$ cat src/rtl/module_display_mux.sv
// Scans a latched 3-digit BCD operand plus its operand index onto a 4-digit,
// active-low seven-segment display. Optional LEADING_ZERO_BLANK_EN blanks leading zeros.
module module_display_mux #(
  parameter int REFRESH_DIV = 27000
) (
  input  logic        clk,
  input  logic        rst,
  input  logic [11:0] first_num,
  input  logic [11:0] second_num,
  input  logic        show_second,
  input  logic        load,
  output logic [3:0]  an,
  output logic [6:0]  seg
);

  localparam int CW = (REFRESH_DIV > 2) ? $clog2(REFRESH_DIV) : 1;
  localparam logic [CW-1:0] CNT_MAX = CW'(REFRESH_DIV - 1);
  localparam logic [6:0] SEG_BLANK = 7'b1111111;

  typedef enum logic [1:0] {
    DIG0 = 2'd0,
    DIG1 = 2'd1,
    DIG2 = 2'd2,
    DIG3 = 2'd3
  } scan_state_t;

  scan_state_t   scan_state;
  scan_state_t   scan_state_nxt;
  logic [CW-1:0] refresh_cnt;
  logic          tick;
  logic [11:0]   shown;
  logic          id;

  // Segment patterns {g,f,e,d,c,b,a}, active-low; non-BCD nibbles show 'E'.
  function automatic logic [6:0] seg7(input logic [3:0] nib);
    logic [6:0] s;
    case (nib)
      4'd0:    s = 7'b1000000;
      4'd1:    s = 7'b1111001;
      4'd2:    s = 7'b0100100;
      4'd3:    s = 7'b0110000;
      4'd4:    s = 7'b0011001;
      4'd5:    s = 7'b0010010;
      4'd6:    s = 7'b0000010;
      4'd7:    s = 7'b1111000;
      4'd8:    s = 7'b0000000;
      4'd9:    s = 7'b0010000;
      default: s = 7'b0000110;
    endcase
    return s;
  endfunction

  assign tick = (refresh_cnt == CNT_MAX);

  always_ff @(posedge clk) begin
    if (rst) begin
      refresh_cnt <= '0;
      scan_state  <= DIG0;
      shown       <= 12'h000;
      id          <= 1'b0;
    end else begin
      refresh_cnt <= tick ? '0 : refresh_cnt + CW'(1);
      scan_state  <= scan_state_nxt;
      if (load) begin
        shown <= show_second ? second_num : first_num;
        id    <= show_second;
      end
    end
  end

  always_comb begin
    scan_state_nxt = scan_state;
    if (tick) begin
      case (scan_state)
        DIG0:    scan_state_nxt = DIG1;
        DIG1:    scan_state_nxt = DIG2;
        DIG2:    scan_state_nxt = DIG3;
        DIG3:    scan_state_nxt = DIG0;
        default: scan_state_nxt = DIG0;
      endcase
    end
  end

  logic blank_hund;
  logic blank_tens;

`ifdef LEADING_ZERO_BLANK_EN
  // Invalid nibbles are nonzero, so they never trigger blanking.
  assign blank_hund = (shown[11:8] == 4'd0);
  assign blank_tens = (shown[11:8] == 4'd0) && (shown[7:4] == 4'd0);
`else
  assign blank_hund = 1'b0;
  assign blank_tens = 1'b0;
`endif

  always_comb begin
    an  = 4'b1111;
    seg = SEG_BLANK;
    case (scan_state)
      DIG0: begin
        an  = 4'b1110;
        seg = seg7(shown[3:0]);
      end
      DIG1: begin
        an  = 4'b1101;
        seg = blank_tens ? SEG_BLANK : seg7(shown[7:4]);
      end
      DIG2: begin
        an  = 4'b1011;
        seg = blank_hund ? SEG_BLANK : seg7(shown[11:8]);
      end
      DIG3: begin
        an  = 4'b0111;
        seg = id ? seg7(4'd2) : seg7(4'd1);
      end
      default: begin
        an  = 4'b1111;
        seg = SEG_BLANK;
      end
    endcase
  end

endmodule

$ cat config.mk
export PLATFORM = sky130hd
export DESIGN_NAME = module_display_mux
export DESIGN_NICKNAME = d
export VERILOG_FILES = /design/src/rtl/module_display_mux.sv
export SDC_FILE = /design/constraint.sdc
export NUM_CORES = 1
export LEC_CHECK = 0
export CAP_MARGIN = 20
export CORE_ASPECT_RATIO = 0.7
export CORE_MARGIN = 2
export CORE_UTILIZATION = 53
export DETAILED_ROUTE_END_ITERATION = 10
export GPL_TIMING_DRIVEN = 0
export PLACE_DENSITY = 0.8
export SYNTH_ARGS = -nofsm -noshare
export SYNTH_HDL_FRONTEND = slang
export SYNTH_SLANG_ARGS = --single-unit
$ cat constraint.sdc
create_clock -name clk -period 4.95 [get_ports clk]
set_input_delay 0.7425 -clock clk [delete_from_list [all_inputs] [get_ports clk]]
set_output_delay 0.7425 -clock clk [all_outputs]
set_load 0.005 [all_outputs]
# Word-level counts from Yosys, hierarchy flattened
# Memories as Yosys holds them, arrays and structs flattened. A register that Yosys moved wholly into a read port is not among the register bits.
# Cells that the tools add are included.
[word_totals] ff_bits=30 romBits=336 in_bits=28 wordCells=25 mem_count=3 output_inout_bits=11
[mem_list] name="(no name shown)" depth=16 word_bits=7 rd=1 rd_ports_with_merged_regs=1 wr=0 line="37" rtl="case (nib)"
[mem_list] name="(no name shown)" depth=16 word_bits=7 rd=1 rd_ports_with_merged_regs=1 wr=0 line="37"
[mem_list] name="(no name shown)" depth=16 word_bits=7 rd=1 rd_ports_with_merged_regs=1 wr=0 line="37"
[classes] n_addsub=1 muxes=11 eq_ne=4 n_reduce_logical=2
[ops] operator="7-bit case mux with 4 select lines" n=1
[ops] operator="4-bit 2-to-1 mux" n=6
[ops] operator="4-bit case mux with 4 select lines" n=1
[ops] operator="15-bit by 1-bit adder with 15-bit output, second input constant" n=1
[ops] operator="15-bit equality test, second input constant" n=1
[ops] operator="12-bit 2-to-1 mux" n=1
[ops] operator="2-bit case mux with 4 select lines" n=1
[ops] operator="7-bit 2-to-1 mux" n=1
[ops] operator="2-bit equality test, second input constant" n=2
[ops] operator="2-bit by 1-bit equality test with 1-bit output, second input constant" n=1
[ops] operator="2-bit zero test" n=1
[ops] operator="2-bit OR reduction" n=1

# Logic depth before layout (Yosys ltp)
# Gate-level depths: netlist of run 1.
[logic_depth] depth_word=3 depth_mapped=9 ltp_nobuf=7

# Worst setup path after synthesis of run 1
# Ideal clock, no wire load.
[synth_timing] path_type="input -> register" startpoint="in show_second" endpoint="reg (tool-made name)" t_arrival_ns=2.217 slack_ns=2.663 setup_ns=0.070 path_buffers=2 stages=8 required_ns=4.880 cell_sequence="buf_6 > buf_12 > mux2i_1 > a211oi_1 > inv_1 > ha_1 > nand2b_1 > a21oi_1"
[synth_lines] element="from (decl)" line="10" rtl="input logic show_second,"

# Final worst setup path of run 1
[layout_timing] startpoint="reg scan_state[0]" endpoint="out seg[4]"
[layout_via] elab_chain_len=2 elab_cells_between_ends=5 cone_classes="eq/ne (3); mux (1); reduce/logical (1)"
[layout_lines] element="from (decl)" line="27" rtl="scan_state_t scan_state;"
[layout_lines] element="from (signal assigned)" line="63" rtl="scan_state <= scan_state_nxt;"
[layout_lines] element="2-bit equality test, or another cell as far along" line="99" rtl="case (scan_state)"
[layout_lines] element="7-bit case mux with 4 select lines (*)" line="99"
[layout_lines] element="to (decl)" line="13" rtl="output logic [6:0] seg"
# Every way passes the cells marked *; elsewhere a longest branch is shown, timed or not.

==> impl_metrics.json, run 1 <==
{
  "slew_violations": 0,
  "n_antenna_cell": 0,
  "synth_top_cells_by_count": "dfxtp_1 (51), nor2_1 (44), ha_1 (21)",
  "wl_um": 5455,
  "synth_top_area_share": 0.3953,
  "start_kind": "flip-flop",
  "syn_inst": 278,
  "synth_nets": 327,
  "power.density_nw_per_um2": 285.4,
  "post-route-drc-count": 0,
  "ir_drop_v": 0.0001403,
  "fp.coreArea_um2": 4730,
  "ctsResizeCount": 0,
  "final_cell_area_um2": 3142,
  "synth-edff-count": 0,
  "area_delta_synth_final_pct": 21.66,
  "cts_tree": "done",
  "worst_slew_pin_slew_ns": 0.5801,
  "combPwrFrac": 0.161,
  "synth_area_leaders": "dfxtp_1 (40%), ha_1 (10%), nor2_1 (6.4%)",
  "finalSetupTns_ns": 0,
  "p_leak_nw": 1.251,
  "ys_ff_latch": 51,
  "die-area_um2": 5456,
  "grt_pass1_wl_um": 9315,
  "hold_violations": 0,
  "ys_seq_area_frac": 0.3953,
  "arrival_ns": 2.30,
  "outcome": "complete, no violations",
  "yosysWarnings": 0,
  "nNetsFinal": 371,
  "final_core_util": 0.6643,
  "syn-cell-area_um2": 2582,
  "via_count": 2079,
  "rsz0062_at_grt": "false",
  "drv_cap": 0,
  "numCtsBuffers": 5,
  "yosysMostFrequentCell": "dfxtp_1",
  "grt_antenna_before_repair": 0,
  "clkPwrFrac": 0.335,
  "min_period_ns": 3.041,
  "dieWidth_um": 87.43,
  "max_slew_margin": 0.6132,
  "cts-root-buf": "clkbuf_8",
  "synth-main-ff-cell": "dfxtp_1",
  "synth_area_per_cell_um2": 9.289,
  "worstSetupEndpointType": "primary output",
  "critPathKind": "flip-flop to primary output",
  "clock_skew_ns": 0.006473,
  "h-tree-depth": 2,
  "fp-row-count": 21,
  "cp.required_ns": 4.21,
  "start_util": 0.5460,
  "clk_pin_slew_worst_paths_ns": 0.09,
  "viasPerCell": 5.471,
  "max_freq_mhz": 328.8,
  "swShare": 0.2449,
  "io_pins": 39,
  "wl_per_cell_um": 14.36,
  "worstPathMaxFanout": 10,
  "grt_max_degree": 16,
  "seqPwrFrac": 0.504,
  "internal_power_w": 0.0006771,
  "placedInstanceArea_um2": 3024,
  "place.gp.congestion": 0.8088,
  "final.period_utilization": 0.6144,
  "postCtsSetupRepairBufs": 0,
  "numPortBuffers": 37,
  "hold_slack_ns": 0.4587,
  "first_pass_iters": 4,
  "overflow": 0,
  "power.switching_w": 0.0002196,
  "cts_buffer_depth": 2,
  "cts.sinks": 51,
  "synth_cell_type_count": 42,
  "final_layout_size_suffix_gt1_frac": 0.08359,
  "hold_buffers": 0,
  "die_h_um": 62.40,
  "clk-insertion-delay-late_ns": 0.30,
  "async_flop_share": 0,
  "first_global_vias": 1920,
  "hold_class": "flip-flop to flip-flop",
  "grt.total_usage": 0.2171,
  "hpwl_um": 4200,
  "setup_viol": 0,
  "drtIter0Drc": 147,
  "yosys.area.top_type": "dfxtp_1",
  "antenna_left": 0
}
-- final timing paths --
| path | slack [ns] | cells past startpoint | start | endpoint |
|---|---|---|---|---|
| worst max-delay path | 1.91 | 7 | scan_state[0] | seg[4] |
| worst min-delay path | 0.46 | 1 | refresh_cnt[0] | refresh_cnt[0] |
| worst max register to register | 3.27 | 7 | refresh_cnt[0] | refresh_cnt[7] |
| worst min register to register | 0.46 | 1 | refresh_cnt[0] | refresh_cnt[0] |
-- metrics by stage --
step           power [W]  cells  setup slack, ns
3_3_place_gp   0.0006011    372            2.030
5_1_grt        0.0009405    380            1.659
3_5_place_dp   0.0006048    372            1.942
4_1_cts        0.0009020    380            1.907
2_1_floorplan  0.0005469    278            2.663
6_report       0.0008967    380            1.909
-- kinds of logic (layout without fill, tap and decap cells) --
logic type / after synthesis / after routing / synth area share
simple gates: 83 / 83 / 0.1512
compound gates: 60 / 60 / 0.1739
flops: 51 / 51 / 0.3953
buf+inv: 34 / 79 / 0.07170
fa+ha+maj: 21 / 21 / 0.1017
mux: 16 / 16 / 0.06201
xor+xnor: 13 / 13 / 0.04409
-- area by class of cell --
type	instances	area [um^2]
tap	57	71.32
buffer	14	110.1
timing repair buffer	37	370.4
fill	394	1588
clock inverter	2	35.03
sequential	51	1021
multi-input combinational	193	1376
inverter	20	75.07
clock buffer	6	82.58
-- metal layers --
layer  up-vias  share of wire  track usage
li1       1055              -            -
met1       966           0.53       0.3461
met2        56           0.41       0.2879
met3         2          0.064      0.05152
met4         0         0.0024      0.05769
met5         -              0            0
-- power by group through the flow --
| stage | clock network (W) | registers [W] | logic, W |
|---|---|---|---|
| floorplan | 0 | 0.000457 | 0.0000899 |
| global placement | 0 | 0.000461 | 0.000140 |
| detailed placement | 0 | 0.000461 | 0.000144 |
| CTS | 0.000305 | 0.000452 | 0.000145 |
| global route | 0.000324 | 0.000454 | 0.000162 |
| finish | 0.000300 | 0.000452 | 0.000144 |
-- critical path: stages (launching register included) --
cell and delay [ns]:
dfxtp_1 0.43, inv_1 0.09, ha_1 0.23, inv_1 0.13, buf_1 0.34, nor2_1 0.07, a21oi_1 0.17, clkdlybuf4s50_1 0.53
-- cells in the final DEF, fill, tap and decap left out, types with 4 or more instances in the layout --
master and instances:
clkdlybuf4s50_1 37, a21oi_1 20, inv_1 19, ha_1 21, a211oi_1 13, xnor2_1 11, dfxtp_1 51, nand2_1 13
clkbuf_8 6, nand3_1 7, mux2i_1 16, buf_6 4, nor2_1 44, a211oi_2 4, a221oi_1 5, nor4_1 4
a211o_1 4
No activity file was read; power rests on OpenSTA's default activity.
==> run 2: changes to the inputs <==
==> constraint.sdc (replaced) <==
create_clock -name clk -period 3 [get_ports clk]
set_input_delay 0.45 -clock clk [delete_from_list [all_inputs] [get_ports clk]]
set_output_delay 0.45 -clock clk [all_outputs]
set_load 0.005 [all_outputs]
==> results of run 2 <==
Same layout as run 1 (identical final DEF). Status: complete, no violations.
Among the figures that moved: setup slack after placement 1.942 ns -> 0.2843 ns; setup slack after layout 1.909 ns -> 0.2511 ns; register-to-register setup slack 3.27 ns -> 1.32 ns; total power 0.0008967 W -> 0.001480 W; worst IR drop on VDD 0.0001403 V -> 0.0002315 V
